### src/rtl/speed_pkg.sv
// rtl/speed_pkg.sv - shared speed/status encoding for speed_ctrl and the display stage
package speed_pkg;

  localparam logic [1:0] ST_LOW   = 2'd0;
  localparam logic [1:0] ST_MID   = 2'd1;
  localparam logic [1:0] ST_HIGH  = 2'd2;
  localparam logic [1:0] ST_PAUSE = 2'd3;

  typedef enum logic [1:0] {
    S_LOW   = ST_LOW,
    S_MID   = ST_MID,
    S_HIGH  = ST_HIGH,
    S_PAUSE = ST_PAUSE
  } speed_state_t;

endpackage

### src/rtl/button_debounce.sv
// rtl/button_debounce.sv - two-flop synchroniser, stability counter and press pulse for one button
module button_debounce #(
  parameter int DEBOUNCE_CYCLES = 1_000_000
) (
  input  logic clk,
  input  logic rst_n,
  input  logic btn,
  output logic stable,
  output logic press
);

  localparam int             CW      = $clog2(DEBOUNCE_CYCLES);
  localparam logic [CW-1:0]  CNT_MAX = CW'(DEBOUNCE_CYCLES - 1);

  logic          meta;
  logic          sync;
  logic          stable_q;
  logic [CW-1:0] cnt;

  always_ff @(posedge clk or negedge rst_n) begin
    if (!rst_n) begin
      meta     <= 1'b0;
      sync     <= 1'b0;
      stable   <= 1'b0;
      stable_q <= 1'b0;
      press    <= 1'b0;
      cnt      <= '0;
    end else begin
      meta <= btn;
      sync <= meta;
      // Any sample that agrees with the accepted level restarts the count.
      if (sync == stable) begin
        cnt <= '0;
      end else if (cnt == CNT_MAX) begin
        stable <= sync;
        cnt    <= '0;
      end else begin
        cnt <= cnt + CW'(1);
      end
      stable_q <= stable;
      press    <= stable & ~stable_q;
    end
  end

endmodule

### src/rtl/speed_ctrl.sv
// rtl/speed_ctrl.sv - debounced front-panel buttons driving the four-state speed FSM
module speed_ctrl #(
  parameter int DEBOUNCE_CYCLES = 1_000_000
) (
  input  logic       clk,
  input  logic       rst_n,
  input  logic       btn_up,
  input  logic       btn_down,
  input  logic       btn_pause,
  output logic [1:0] status,
  output logic       paused
);
  import speed_pkg::*;

  logic         press_up;
  logic         press_down;
  logic         press_pause;
  logic [2:0]   unused_stable;

  speed_state_t state;
  speed_state_t state_next;
  logic [1:0]   saved_speed;
  logic [1:0]   saved_next;

  button_debounce #(.DEBOUNCE_CYCLES(DEBOUNCE_CYCLES)) u_up (
    .clk(clk), .rst_n(rst_n), .btn(btn_up), .stable(unused_stable[0]), .press(press_up)
  );
  button_debounce #(.DEBOUNCE_CYCLES(DEBOUNCE_CYCLES)) u_down (
    .clk(clk), .rst_n(rst_n), .btn(btn_down), .stable(unused_stable[1]), .press(press_down)
  );
  button_debounce #(.DEBOUNCE_CYCLES(DEBOUNCE_CYCLES)) u_pause (
    .clk(clk), .rst_n(rst_n), .btn(btn_pause), .stable(unused_stable[2]), .press(press_pause)
  );

  always_ff @(posedge clk or negedge rst_n) begin
    if (!rst_n) begin
      state       <= S_LOW;
      saved_speed <= ST_LOW;
      paused      <= 1'b0;
    end else begin
      state       <= state_next;
      saved_speed <= saved_next;
      paused      <= (state_next == S_PAUSE);
    end
  end

  // Pause wins over up/down; up and down together cancel.
  always_comb begin
    state_next = state;
    saved_next = saved_speed;
    if (state == S_PAUSE) begin
      if (press_pause) state_next = speed_state_t'(saved_speed);
    end else if (press_pause) begin
      saved_next = state;
      state_next = S_PAUSE;
    end else if (press_up && !press_down) begin
      case (state)
        S_LOW:   state_next = S_MID;
        default: state_next = S_HIGH;
      endcase
    end else if (press_down && !press_up) begin
      case (state)
        S_HIGH:  state_next = S_MID;
        default: state_next = S_LOW;
      endcase
    end
  end

  assign status = state;

endmodule

### config.mk
export PLATFORM = sky130hd
export DESIGN_NAME = speed_ctrl
export DESIGN_NICKNAME = d
export VERILOG_FILES = /design/src/rtl/speed_pkg.sv /design/src/rtl/button_debounce.sv /design/src/rtl/speed_ctrl.sv
export SDC_FILE = /design/constraint.sdc
export NUM_CORES = 1
export LEC_CHECK = 0
export ABC_CLOCK_PERIOD_IN_PS = 2660
export CAP_MARGIN = 20
export CORE_MARGIN = 2
export CORE_UTILIZATION = 45
export CTS_CLUSTER_SIZE = 24
export DETAILED_ROUTE_END_ITERATION = 7
export PLACE_DENSITY_LB_ADDON = 0.05
export SETUP_SLACK_MARGIN = 0.1
export SYNTH_ARGS = -nofsm -noshare
export SYNTH_HDL_FRONTEND = slang
export SYNTH_SLANG_ARGS = --single-unit
### constraint.sdc
create_clock -name clk -period 2.66 [get_ports clk]
set_clock_uncertainty 0.05 [all_clocks]
set_input_delay 0.798 -clock clk [delete_from_list [all_inputs] [get_ports clk]]
set_output_delay 0.798 -clock clk [all_outputs]
set_load 0.05 [all_outputs]
==> reports/results.tsv <==
stage	metric	value	unit
outcome	outcome	complete, no violations	
route	firstDrtPassIters	4	
place	place_congestion	0.7610	
finish	fillCellCount	742	
timing	setup_ws	0.2101	ns
logic_synthesis	ys_types	41	
critical_path	critical_path.top_delay_family	buffers and inverters	
critical_path	crit_type	register to primary output	
grt	grt_pass1_wl	11760	um
finish	multiInputGateArea	1633	um2
route	drc	0	
floorplan	initial_core_util	0.4599	
floorplan	die_h	95.18	um
timing	drv_slew	0	
route	detail_route.iter0.violations	85	
critical_path	cp-start-kind	register	
clock_tree	cts_sinks	80	
critical_path	ff2ff_setup_slack	0.44	ns
timing	hold_slack	0.3040	ns
critical_path	required	1.81	ns
timing	final_hold_viol_count	0	
pwr	powerDensity	555.5	nW/um2
finish	regArea	2002	um2
timing	fmaxAchievable	0.4082	GHz
clock_tree	root_buffer	clkbuf_8	
grt	grt_pass1_vias	2564	
timing	period_minus_slack	2.450	ns
route	detail_route.wl_per_cell	13.49	um
route	vias	2657	
grt	grt_overflow	0	
logic_synthesis	synthCells	371	
place	dpl.hpwl	4569	um
logic_synthesis	synthFlopType	dfrtp_1	
floorplan	die-area	9059	um2
flow_run	drv_cap	0	
critical_path	crit_start	status[0]$_DFF_PN0_	
logic_synthesis	syn_avg_cell_area	10.08	um2
timing	rsz0062_at_grt	false	
critical_path	crit_chain	clkdlybuf4s50_1	
place	portBuffers	7	
route	wirelength	6651	um
critical_path	worst_path_max_delay_cell	clkdlybuf4s50_1	
logic_synthesis	yosysWarnings	0	
floorplan	core-area	8134	um2
clock_tree	holdBufCountCts	0	
pwr	ir_drop	0.0002665	V
logic_synthesis	syn_nets	379	
critical_path	worst-path-max-fanout	6	
place	pre_cts_ws	0.4385	ns
timing	worst_pin_slew	0.5187	ns
clock_tree	post-cts-setup-buffers	0	
finish	areaGrowthSynthToFinish	11.34	%
route	viasPerCell	5.389	
timing	tns	0	ns
timing	finalCritPeriodShare	0.9210	
critical_path	rr_endpoint	u_pause.cnt[4]$_DFF_PN0_	
clock_tree	clock_latency	0.35	ns
finish	drive_gt1_frac	0.09278	
pwr	power_leakage	1.715	nW
route	ant_nets	0	
hold_path	hp-class	register to register	
critical_path	crit_cells	1	
grt	grt_max_degree	29	
grt	grt_usage	0.1666	
critical_path	arrival	1.60	ns
logic_synthesis	synth_enable_flop_cells	0	
logic_synthesis	ys_async_sr_fraction	1.000	
clock_tree	cts_made_buffers	9	
critical_path	crit_path_end_kind	primary output	
clock_tree	ctsResizeCount	1	
clock_tree	path_clk_slew	0.08	ns
critical_path	reg2reg_depth	4	
critical_path	max_stage_delay	0.83	ns
clock_tree	h-tree-depth	3	
clock_tree	cts_tree	yes	
floorplan	io_pins	8	
timing	relSlewSlack	0.6529	
floorplan	row_count	33	
finish	antenna_cells	0	
critical_path	crit_path_end	status[0]	
critical_path	crit_buf_inv	1	
logic_synthesis	synth_seq_cells	80	
finish	nNetsFinal	392	
logic_synthesis	syn_area	3741	um2
timing	setup-violations-final	0	
floorplan	die_w	95.18	um
clock_tree	cts_buffer_depth	2	
critical_path	r2r_start	u_pause.cnt[11]$_DFF_PN0_	
grt	grt_antenna_before_repair	0	
logic_synthesis	ys_seq_area_frac	0.5351	
## power by group
part	switching, W	internal [W]	total, W
Clock	0.000445	0.000549	0.000994
Combinational	0.0000514	0.0000254	0.0000768
Sequential	0.0000129	0.00123	0.00124
Total	0.000509	0.00181	0.00231
## worst min path at each step
stage                            from                 endpoint  slack, ns  cells past startpoint
2_1_floorplan   u_down.meta$_DFF_PN0_    u_down.sync$_DFF_PN0_       0.28                      0
3_3_place_gp   u_pause.meta$_DFF_PN0_   u_pause.sync$_DFF_PN0_       0.29                      0
3_5_place_dp   u_pause.meta$_DFF_PN0_   u_pause.sync$_DFF_PN0_       0.29                      0
4_1_cts                         rst_n  u_down.cnt[4]$_DFF_PN0_       0.31                      1
5_1_grt                         rst_n  u_down.cnt[4]$_DFF_PN0_       0.32                      1
6_report          u_up.meta$_DFF_PN0_      u_up.sync$_DFF_PN0_       0.30                      0
## registers in the layout (all words and copies together) (netlist names), 2 cells and up
name and count:
saved_speed 2, u_up.cnt 20, status 2, u_down.cnt 20
u_pause.cnt 20
## final cells by class
type                       instances  area share
sequential                        80      0.4806
multi-input combinational        265      0.3920
clock buffer                      10     0.03304
tap                              105     0.03154
timing repair buffer              13     0.02974
clock inverter                     5     0.01953
inverter                          15     0.01352
## metal layers
layer | vias to the layer above | part of all wire | track usage | wire length [um]
met5 | - | 0 | 0 | 0
met1 | 1281 | 0.51 | 0.2291 | 3366
li1 | 1335 | - | - | -
met4 | 0 | 0.022 | 0.07609 | 148
met3 | 12 | 0.023 | 0.03083 | 150
met2 | 29 | 0.45 | 0.2565 | 2986
## placed cells by master, fill, tap and decap left out, drive strengths merged, types with 2 or more instances in the layout
master and instances:
nand2b 2, and2 5, mux2 3, nor3 7
o31ai 8, o21ai 16, nor4 6, ha 3
or3 13, clkdlybuf4s50 5, xor2 17, dfrtp 80
nand3 25, a21oi 22, clkinv 2, or4 14
nor2b 5, bufinv 2, and4 2, nand4 11
xnor2 19, buf 7, nor4b 3, nand2 18
o311a 2, clkbuf 10, and3 8, inv 15
nor2 48
## through the flow
stage          area (um2)  cells  power (W)  utilization
3_3_place_gp         3948    478   0.001347       0.4853
6_report             4165    493   0.002314       0.5121
2_1_floorplan        3741    371   0.001299            -
4_1_cts              4165    493   0.002349       0.5121
3_5_place_dp         3948    478   0.001348       0.4853
5_1_grt              4165    493   0.002412       0.5121
## Yosys cell counts, types with 5 or more instances
cell       n  area (um2)
inv_1     15       56.30
and2_1     5       31.28
nand2_1   18       67.56
buf_2      5       25.02
a21oi_1   22       110.1
xor2_1    17       148.9
o31ai_1    8       60.06
nor3_1     7       35.03
or3_1     10       62.56
nor2_1    48       180.2
dfrtp_1   80        2002
nand4_1   11       68.82
o21ai_0   14       70.07
or4_1     13       97.59
nor4_1     6       37.54
nand3_1   23       115.1
clkbuf_1   5       18.77
nor2b_1    5       31.28
xnor2_1   19       166.4
and3_1     7       43.79
## cell families after synthesis
family | synth area share
compound gates | 0.08194
xor+xnor | 0.08428
fa+ha+maj | 0.01003
buf+inv | 0.02976
flops | 0.5351
mux | 0.01171
simple gates | 0.2472
No activity file was read; power rests on OpenSTA's default activity.
